==> config.mk <==
export PLATFORM = sky130hd
export DESIGN_NAME = shot_scheduler_flat
export DESIGN_NICKNAME = d
export VERILOG_FILES = /design/src/rtl/shot_scheduler_if.sv /design/src/rtl/shot_scheduler.sv /design/src/flat_wrapper.sv
export SDC_FILE = /design/constraint.sdc
export NUM_CORES = 1
export LEC_CHECK = 0
export CAP_MARGIN = 20
export CORE_AREA = 2 2 85 87
export CTS_CLUSTER_SIZE = 25
export DETAILED_ROUTE_END_ITERATION = 8
export DIE_AREA = 0 0 87 89
export SETUP_SLACK_MARGIN = 0.4
export SLEW_MARGIN = 20
export SYNTH_ARGS = -nofsm -noshare
export SYNTH_HDL_FRONTEND = slang
export SYNTH_SLANG_ARGS = --single-unit
==> constraint.sdc <==
create_clock -name clk -period 2.03 [get_ports clk]
set_input_delay 0.3045 -clock clk [delete_from_list [all_inputs] [get_ports clk]]
set_output_delay 0.3045 -clock clk [all_outputs]
set_load 0.05 [all_outputs]
==> src/rtl/shot_scheduler_if.sv <==
// Player/calculator signal bundle for the shot scheduler.
// The master side drives requests, aims and calculator results; the slave side is the scheduler.
interface shot_scheduler_if #(
  parameter int unsigned SCORE_W = 4
);
  logic               start;
  logic               p0_req;
  logic               p1_req;
  logic [15:0]        p0_aim;
  logic [15:0]        p1_aim;
  logic               p0_grant;
  logic               p1_grant;
  logic               calc_shoot;
  logic [4:0]         calc_x_pos;
  logic [4:0]         calc_rise;
  logic [4:0]         calc_run;
  logic               calc_dir;
  logic               calc_valid;
  logic               calc_hit;
  logic [SCORE_W-1:0] p0_score;
  logic [SCORE_W-1:0] p1_score;
  logic               busy;
  logic               game_over;
  logic               winner;
  logic               timeout_err;

  modport master (
    output start, p0_req, p1_req, p0_aim, p1_aim, calc_valid, calc_hit,
    input  p0_grant, p1_grant, calc_shoot, calc_x_pos, calc_rise, calc_run, calc_dir,
    input  p0_score, p1_score, busy, game_over, winner, timeout_err
  );

  modport slave (
    input  start, p0_req, p1_req, p0_aim, p1_aim, calc_valid, calc_hit,
    output p0_grant, p1_grant, calc_shoot, calc_x_pos, calc_rise, calc_run, calc_dir,
    output p0_score, p1_score, busy, game_over, winner, timeout_err
  );
endinterface

==> src/rtl/shot_scheduler.sv <==
// Two-player game controller sharing one trajectory calculator.
// Arbitrates shots round-robin, issues a shoot pulse, scores results and declares a winner.
module shot_scheduler #(
  parameter int unsigned WIN_SCORE = 3,
  parameter int unsigned SCORE_W   = 4,
  parameter int unsigned TIMEOUT   = 63
) (
  input logic             clk,
  input logic             rst_n,
  shot_scheduler_if.slave bus
);

  localparam int unsigned CNT_W = $clog2(TIMEOUT + 1);

  typedef enum logic [2:0] {
    IDLE, WAIT_REQ, ISSUE, WAIT_RES, SCORE, OVER
  } state_t;

  state_t             state_q, state_d;
  logic               prio_q, prio_d;
  logic               shooter_q, shooter_d;
  logic [CNT_W-1:0]   cnt_q, cnt_d;
  logic               p0_grant_q, p0_grant_d;
  logic               p1_grant_q, p1_grant_d;
  logic               shoot_q, shoot_d;
  logic [4:0]         x_pos_q, x_pos_d;
  logic [4:0]         rise_q, rise_d;
  logic [4:0]         run_q, run_d;
  logic               dir_q, dir_d;
  logic [SCORE_W-1:0] p0_score_q, p0_score_d;
  logic [SCORE_W-1:0] p1_score_q, p1_score_d;
  logic               busy_q, busy_d;
  logic               over_q, over_d;
  logic               winner_q, winner_d;
  logic               terr_q, terr_d;

  logic               restart;
  logic               pick;
  logic [15:0]        aim;
  logic [SCORE_W-1:0] shooter_score;

  // State and output registers
  always_ff @(posedge clk or negedge rst_n) begin
    if (!rst_n) begin
      state_q    <= IDLE;
      prio_q     <= 1'b0;
      shooter_q  <= 1'b0;
      cnt_q      <= '0;
      p0_grant_q <= 1'b0;
      p1_grant_q <= 1'b0;
      shoot_q    <= 1'b0;
      x_pos_q    <= '0;
      rise_q     <= '0;
      run_q      <= '0;
      dir_q      <= 1'b0;
      p0_score_q <= '0;
      p1_score_q <= '0;
      busy_q     <= 1'b0;
      over_q     <= 1'b0;
      winner_q   <= 1'b0;
      terr_q     <= 1'b0;
    end else begin
      state_q    <= state_d;
      prio_q     <= prio_d;
      shooter_q  <= shooter_d;
      cnt_q      <= cnt_d;
      p0_grant_q <= p0_grant_d;
      p1_grant_q <= p1_grant_d;
      shoot_q    <= shoot_d;
      x_pos_q    <= x_pos_d;
      rise_q     <= rise_d;
      run_q      <= run_d;
      dir_q      <= dir_d;
      p0_score_q <= p0_score_d;
      p1_score_q <= p1_score_d;
      busy_q     <= busy_d;
      over_q     <= over_d;
      winner_q   <= winner_d;
      terr_q     <= terr_d;
    end
  end

  // Next-state and next-output logic
  always_comb begin
    state_d       = state_q;
    prio_d        = prio_q;
    shooter_d     = shooter_q;
    cnt_d         = cnt_q;
    p0_grant_d    = 1'b0;
    p1_grant_d    = 1'b0;
    shoot_d       = 1'b0;
    x_pos_d       = x_pos_q;
    rise_d        = rise_q;
    run_d         = run_q;
    dir_d         = dir_q;
    p0_score_d    = p0_score_q;
    p1_score_d    = p1_score_q;
    winner_d      = winner_q;
    terr_d        = terr_q;
    restart       = 1'b0;
    pick          = 1'b0;
    aim           = bus.p0_aim;
    shooter_score = shooter_q ? p1_score_q : p0_score_q;

    case (state_q)
      IDLE: restart = bus.start;
      WAIT_REQ: begin
        if (bus.start) begin
          restart = 1'b1;
        end else if (bus.p0_req || bus.p1_req) begin
          // A lone requester wins outright; a tie goes to the priority holder
          pick       = (bus.p0_req && bus.p1_req) ? prio_q : bus.p1_req;
          aim        = pick ? bus.p1_aim : bus.p0_aim;
          p0_grant_d = ~pick;
          p1_grant_d = pick;
          dir_d      = aim[15];
          x_pos_d    = aim[14:10];
          rise_d     = aim[9:5];
          run_d      = aim[4:0];
          shooter_d  = pick;
          prio_d     = ~pick;
          state_d    = ISSUE;
        end
      end
      ISSUE: begin
        shoot_d = 1'b1;
        cnt_d   = '0;
        state_d = WAIT_RES;
      end
      WAIT_RES: begin
        // Score lands with the transition so it is visible one cycle after calc_valid
        if (bus.calc_valid) begin
          if (bus.calc_hit) begin
            if (shooter_score != {SCORE_W{1'b1}}) begin
              if (shooter_q) p1_score_d = p1_score_q + SCORE_W'(1);
              else           p0_score_d = p0_score_q + SCORE_W'(1);
            end
          end
          state_d = SCORE;
        end else if (cnt_q == CNT_W'(TIMEOUT - 1)) begin
          terr_d  = 1'b1;
          state_d = WAIT_REQ;
        end else begin
          cnt_d = cnt_q + CNT_W'(1);
        end
      end
      SCORE: begin
        if (shooter_score >= SCORE_W'(WIN_SCORE)) begin
          winner_d = shooter_q;
          state_d  = OVER;
        end else begin
          state_d = WAIT_REQ;
        end
      end
      OVER: restart = bus.start;
      default: state_d = IDLE;
    endcase

    if (restart) begin
      p0_score_d = '0;
      p1_score_d = '0;
      terr_d     = 1'b0;
      prio_d     = 1'b0;
      winner_d   = 1'b0;
      state_d    = WAIT_REQ;
    end

    busy_d = (state_d == ISSUE) || (state_d == WAIT_RES) || (state_d == SCORE);
    over_d = (state_d == OVER);
  end

  assign bus.p0_grant    = p0_grant_q;
  assign bus.p1_grant    = p1_grant_q;
  assign bus.calc_shoot  = shoot_q;
  assign bus.calc_x_pos  = x_pos_q;
  assign bus.calc_rise   = rise_q;
  assign bus.calc_run    = run_q;
  assign bus.calc_dir    = dir_q;
  assign bus.p0_score    = p0_score_q;
  assign bus.p1_score    = p1_score_q;
  assign bus.busy        = busy_q;
  assign bus.game_over   = over_q;
  assign bus.winner      = winner_q;
  assign bus.timeout_err = terr_q;

endmodule

==> src/flat_wrapper.sv <==
// flat-port wrapper written by rule: the top's interface ports become plain ports
module shot_scheduler_flat 
#(
  parameter int unsigned WIN_SCORE = 3,
  parameter int unsigned SCORE_W   = 4,
  parameter int unsigned TIMEOUT   = 63
)
  (clk, rst_n, bus_start, bus_p0_req, bus_p1_req, bus_p0_aim, bus_p1_aim, bus_calc_valid, bus_calc_hit, bus_p0_grant, bus_p1_grant, bus_calc_shoot, bus_calc_x_pos, bus_calc_rise, bus_calc_run, bus_calc_dir, bus_p0_score, bus_p1_score, bus_busy, bus_game_over, bus_winner, bus_timeout_err);
  shot_scheduler_if #(.SCORE_W(SCORE_W)) bus_i ();
  input logic clk;
  input logic rst_n;
  input wire logic [$bits(bus_i.start)-1:0] bus_start;
  input wire logic [$bits(bus_i.p0_req)-1:0] bus_p0_req;
  input wire logic [$bits(bus_i.p1_req)-1:0] bus_p1_req;
  input wire logic [$bits(bus_i.p0_aim)-1:0] bus_p0_aim;
  input wire logic [$bits(bus_i.p1_aim)-1:0] bus_p1_aim;
  input wire logic [$bits(bus_i.calc_valid)-1:0] bus_calc_valid;
  input wire logic [$bits(bus_i.calc_hit)-1:0] bus_calc_hit;
  output wire logic [$bits(bus_i.p0_grant)-1:0] bus_p0_grant;
  output wire logic [$bits(bus_i.p1_grant)-1:0] bus_p1_grant;
  output wire logic [$bits(bus_i.calc_shoot)-1:0] bus_calc_shoot;
  output wire logic [$bits(bus_i.calc_x_pos)-1:0] bus_calc_x_pos;
  output wire logic [$bits(bus_i.calc_rise)-1:0] bus_calc_rise;
  output wire logic [$bits(bus_i.calc_run)-1:0] bus_calc_run;
  output wire logic [$bits(bus_i.calc_dir)-1:0] bus_calc_dir;
  output wire logic [$bits(bus_i.p0_score)-1:0] bus_p0_score;
  output wire logic [$bits(bus_i.p1_score)-1:0] bus_p1_score;
  output wire logic [$bits(bus_i.busy)-1:0] bus_busy;
  output wire logic [$bits(bus_i.game_over)-1:0] bus_game_over;
  output wire logic [$bits(bus_i.winner)-1:0] bus_winner;
  output wire logic [$bits(bus_i.timeout_err)-1:0] bus_timeout_err;
  assign bus_i.start = bus_start;
  assign bus_i.p0_req = bus_p0_req;
  assign bus_i.p1_req = bus_p1_req;
  assign bus_i.p0_aim = bus_p0_aim;
  assign bus_i.p1_aim = bus_p1_aim;
  assign bus_i.calc_valid = bus_calc_valid;
  assign bus_i.calc_hit = bus_calc_hit;
  assign bus_p0_grant = bus_i.p0_grant;
  assign bus_p1_grant = bus_i.p1_grant;
  assign bus_calc_shoot = bus_i.calc_shoot;
  assign bus_calc_x_pos = bus_i.calc_x_pos;
  assign bus_calc_rise = bus_i.calc_rise;
  assign bus_calc_run = bus_i.calc_run;
  assign bus_calc_dir = bus_i.calc_dir;
  assign bus_p0_score = bus_i.p0_score;
  assign bus_p1_score = bus_i.p1_score;
  assign bus_busy = bus_i.busy;
  assign bus_game_over = bus_i.game_over;
  assign bus_winner = bus_i.winner;
  assign bus_timeout_err = bus_i.timeout_err;
  shot_scheduler #(.WIN_SCORE(WIN_SCORE), .SCORE_W(SCORE_W), .TIMEOUT(TIMEOUT)) u_core (.clk(clk), .rst_n(rst_n), .bus(bus_i));
endmodule
; ---- Word level (Yosys, flattened, before mapping)
; Index checks and enable logic that the tools add are counted.
[totals]
romBits = 0
inputBits = 39
register_bits = 42
ram_bits = 0
latch_bits = 0
memories = 0
wordCells = 108
[op_classes]
reduce_logical = 24
order_cmp = 1
mul = 0
add_sub_neg = 3
shifts = 0
div = 0
bitwise = 2
n_mux = 45
n_eq_ne = 16
[op_table]
columns = op, count
row1 = $mux 4, 13
row2 = $reduce_bool 2->1, 11
row3 = $mux 1, 20
row4 = $mux 3, 6
row5 = $mux 16, 1
row6 = $pmux 3 s5, 1
row7 = $eq 3x2->1 const B, 4
row8 = $eq 3x3->1 const B, 4
row9 = $mux 6, 2
row10 = $pmux 6 s2, 1
row11 = $reduce_and 3->1, 4
row12 = $reduce_and 5->1, 2
row13 = $add 4x1->4 const B, 2
row14 = $add 6x1->6 const B, 1
row15 = $eq 6x6->1 const B, 1
row16 = $ne 2x2->1 const B, 3
row17 = $ge 4x2->1 const B, 1
row18 = $ne 2x1->1 const B, 2
row19 = $ne 4x4->1 const B, 1
row20 = $eq 3x1->1 const B, 1
row21 = $logic_not 3->1, 1
row22 = $logic_or 1x1->1, 3
row23 = $not 1->1, 2
row24 = $pmux 1 s2, 1
row25 = 3 further kinds, 3

; ---- Logic depth before layout (Yosys ltp)
[depth]
ltp_word = 8
ltp_mapped = 7
ltp_nobuf = 6

; ---- Worst setup path after synthesis
; Ideal clock, no wire load.
[synth_path]
kind = flip-flop to flip-flop
from = register u_core.p1_score_q[0] (netlist: u_core.bus.p1_score[0])
to = register u_core.p1_score_q[1] (netlist: u_core.bus.p1_score[1])
path_slack_ns = 0.468
setup_time_ns = 0.132
path_buffers = 0
arrival_time_ns = 1.430
required_time_ns = 1.898
period_less_slack_ns = 1.562
stages_incl_launch_ff = 5
cell_sequence = dfrtp_1 -> nand3_1 -> o2111ai_1 -> mux2i_1 -> nor2_1
[synth_between]
elab_chain_len = 7
elab_cells_between_ends = 11
classes_between = 1 x add/sub / 1 x eq/ne / 7 x mux / 2 x reduce/logical
[synth_lines]
columns = item, line_no
row1 = "start, declared", shot_scheduler.sv:31  ; logic [SCORE_W-1:0] p1_score_q, p1_score_d;
row2 = "start signal, assigned", shot_scheduler.sv:75  ; p1_score_q <= p1_score_d;
row3 = $add 4x1->4, shot_scheduler.sv:135  ; if (shooter_q) p1_score_d = p1_score_q + SCORE_W'(1);
row4 = $mux 4, shot_scheduler.sv:135
row5 = $mux 4, shot_scheduler.sv:134  ; if (shooter_score != {SCORE_W{1'b1}}) begin
row6 = $mux 4, shot_scheduler.sv:133  ; if (bus.calc_hit) begin
row7 = $mux 4, shot_scheduler.sv:132  ; if (bus.calc_valid) begin
row8 = $mux 4, shot_scheduler.sv:105  ; case (state_q)
row9 = $mux 4, shot_scheduler.sv:159  ; if (restart) begin
; Several ways; a longest one is shown, not always the timed one. The select of a mux whose other input is x is not followed.
; A chain may end at the register's enable or synchronous reset.

; ---- Worst setup path after layout
[layout_path]
from = register u_core.state_q[2]
to = register u_core.p0_score_q[1] (netlist: u_core.bus.p0_score[1])
[layout_between]
elab_chain_len = 5
elab_cells_between_ends = 13
classes_between = 4 x eq/ne / 2 x mux / 7 x reduce/logical
[layout_lines]
columns = item, line_no
row1 = "start, declared", shot_scheduler.sv:19  ; state_t state_q, state_d;
row2 = "start signal, assigned", shot_scheduler.sv:63  ; state_q <= state_d;
row3 = $eq 3x3->1 or $logic_not 3->1 (tied branches), shot_scheduler.sv:105
row4 = $reduce_or 2->1 (no source line), --
row5 = $pmux 1 s2, shot_scheduler.sv:105
row6 = $ne 2x2->1 (no source line) or $reduce_bool 2->1 (tied branches), --
row7 = $reduce_and 5->1 (no source line), --
row8 = "end signal, assigned", shot_scheduler.sv:74  ; p0_score_q <= p0_score_d;
row9 = "end, declared", shot_scheduler.sv:30  ; logic [SCORE_W-1:0] p0_score_q, p0_score_d;
; Several ways; a longest one is shown, not always the timed one.

==> results.toml <==
[status]
status = "finished, final reports clean"

[cts]
numClockSinks = 42
max-clock-path-buffers = 2
cts_max_level = 2
cts_buffers = 5
clk_pin_slew_worst_paths_ns = 0.08
cts-root-buf = "clkbuf_8"
cts_tree = "yes"
clock_latency_ns = 0.29

[logic_synthesis]
ys_types = 38
synth.avg_cell_area_sq_um = 10.93
yosysWarnings = 0
synth_seq_cells = 42
syn_inst = 181
syn_area_sq_mm = 0.001978
async_flop_share = 1.000
yosysSeqAreaShare = 0.5313
synth-edff-count = 0
synth_nets = 224
ys.flop_type = "dfrtp_1"

[route]
route.detailed.drc = 0
drt-total-wl_um = 4996
vias = 1700
drt-vias-per-instance = 4.985
avgRoutedWirePerCell_um = 14.65
ant_nets = 0
first_pass_iters = 5
drt-initial-drc-count = 81

[power]
p_clk_frac = 0.144
p_comb_frac = 0.503
power.switching_w = 0.001594
p_seq_frac = 0.353
ir_drop_mv = 0.4095
netSwitchingFraction = 0.4472
p_leak_nw = 1.463
p_int_w = 0.001970
p_per_area_mw_per_mm2 = 1232

[flow_run]
drv_cap = 0

[worst_setup_path]
cp-end-kind = "flop"
path_cells = "buf_4 -> and4b_1 -> o2111ai_1 -> mux2i_1 -> nor2_1"
crit_type = "reg2reg"
critical_path_required_ns = 2.20
cpMaxStageDelayCell = "dfrtp_2"
arrival_ns = 1.75
worst-path-max-fanout = 6
cp_slowest_stage_delay_ns = 0.44
crit_path_start_kind = "flop"

[sta]
min_period_over_period = 0.7777
drv_slew = 0
worst_pin_slew_ns = 0.5046
finalClockSkew_ns = 0.004907
setup_viol = 0
hold_viol_final = 0
max_freq_ghz = 0.6334
period_needed_ns = 1.579
slew_headroom = 0.6650
grt_setup_unrepaired = "true"
tns_ns = 0

[floorplanning]
die_y_um = 89
dieArea_sq_mm = 0.007743
fp-row-count = 30
pin_count = 70
die_x_um = 87
core_area_sq_mm = 0.006719
start_util = 0.2944

[layout]
drive_gt1_frac = 0.1034
syn2layout_area_growth_pct = 46.30
layout_commonest_cell = "dfrtp_1"
final_cell_mix = "dfrtp_1, clkdlybuf4s50_1, dlygate4sd2_1, inv_1, a222oi_1"
nNetsFinal = 304
diodes = 0
fin_util = 0.4307
final_area_sq_mm = 0.002894

[place]
gp_congestion = 0.7667
numPortBuffers = 69
placed_area_sq_mm = 0.002739
dpl.hpwl_um = 3497

[global_routing]
grt_pass1_wl_um = 8148
antenna_found_initial = 0
overflow = 0
grt_pass1_vias = 1674
grt_usage = 0.1343
grt_max_degree = 19

[worst_hold_path]
min_path_type = "in2async"
[Yosys cell counts (2+ instances only)]
cell type	count	area, sq um
a222oi_1	16	160.2
ha_1	4	50.05
xor2_1	4	35.03
nand3_1	5	25.02
and3_1	5	31.28
o21ai_0	3	15.01
buf_6	6	67.56
o2111ai_1	2	17.52
nand2_1	10	37.54
a21oi_1	5	25.02
nand2b_1	5	31.28
a41oi_1	3	26.28
clkbuf_1	2	7.510
o31ai_1	2	15.01
nand4_1	2	12.51
dfrtp_1	42	1051
nor3_1	3	15.01
nor2_1	15	56.30
mux2i_1	4	40.04
nor3b_1	2	15.01
o211ai_1	2	15.01
inv_1	23	86.33
[area by class of cell]
cell class | instances | area, sq um
clock buffer | 7 | 76.32
fill | 648 | 3825
multi-input combinational | 108 | 798.3
sequential | 42 | 1055
timing repair buffer | 81 | 778.2
inverter | 23 | 86.33
tap | 80 | 100.1
[repair_timing]
item,CTS,global route
resized for setup,35,9
endpoints found under the setup margin,47,19
buffers inserted,1,5
endpoints found under the hold margin,13,0
cloned,2,0
hold buffers,1,0
pin swaps,1,9
[stage by stage]
| step | total power [W] | cells | hold slack (ns) | setup slack [ns] |
|---|---|---|---|---|
| CTS | 0.003524 | 336 | 0.4666 | 0.4018 |
| finish | 0.003564 | 341 | 0.4565 | 0.4513 |
| detailed placement | 0.003088 | 325 | 0.2475 | 0.01011 |
| global route | 0.003808 | 341 | 0.4836 | 0.3658 |
| floorplan | 0.002515 | 181 | 0.008909 | 0.4685 |
| global placement | 0.003069 | 325 | 0.2436 | 0.04701 |
[logic make-up (layout without fill, tap and decap cells)]
group	count (synthesis)	in the layout	synth area share
XOR/XNOR	4	4	0.01771
buffers and inverters	33	111	0.08792
multiplexers	4	4	0.02024
adder cells (fa/ha/maj)	4	4	0.02530
AND/OR/NAND/NOR	54	54	0.1505
flip-flops	42	42	0.5313
AO/OA/AOI/OAI	40	42	0.1670
[critical path: cells and delay by family (launching register included)]
kind                   cells  cell delay (ns)
AO/OA/AOI/OAI              1             0.24
buffers and inverters      1             0.15
AND/OR/NAND/NOR            2             0.41
multiplexers               1             0.21
flip-flops                 1             0.44
[power groups by stage]
stage	combinational [W]	clock, W	sequential [W]
global route	0.00194	0.000579	0.00129
floorplan	0.000615	0	0.00190
detailed placement	0.00178	0	0.00130
CTS	0.00171	0.000531	0.00128
global placement	0.00176	0	0.00131
finish	0.00179	0.000512	0.00126
[metal layers]
layer / global-route usage / vias to the layer above / share of wire
li1: - / 825 / -
met1: 0.1715 / 810 / 0.46
met2: 0.2241 / 59 / 0.46
met3: 0.03970 / 6 / 0.072
met4: 0.03409 / 0 / 0.0086
met5: 0 / - / 0
[state kept, by name, indices dropped and copies added, names as in the netlist, 3 cells and up]
| register | cells |
|---|---|
| u_core.bus.calc_rise | 5 |
| u_core.bus.calc_run | 5 |
| u_core.cnt_q | 6 |
| u_core.bus.p0_score | 4 |
| u_core.bus.p1_score | 4 |
| u_core.bus.calc_x_pos | 5 |
| u_core.state_q | 3 |
[final timing paths]
path	start	endpoint	slack, ns	cells past startpoint
setup reg to reg	u_core.state_q[2]	u_core.bus.p0_score[1]	0.45	5
hold / removal	rst_n	u_core.bus.p1_score[3]	0.46	2
max in group asynchronous	rst_n	u_core.bus.calc_run[2]	1.00	3
min in group clk	u_core.bus.calc_rise[1]	u_core.bus.calc_rise[1]	0.51	2
hold reg to reg	u_core.bus.calc_rise[1]	u_core.bus.calc_rise[1]	0.51	2
setup / recovery	u_core.state_q[2]	u_core.bus.p0_score[1]	0.45	5
(Power assumes the default switching activity.)
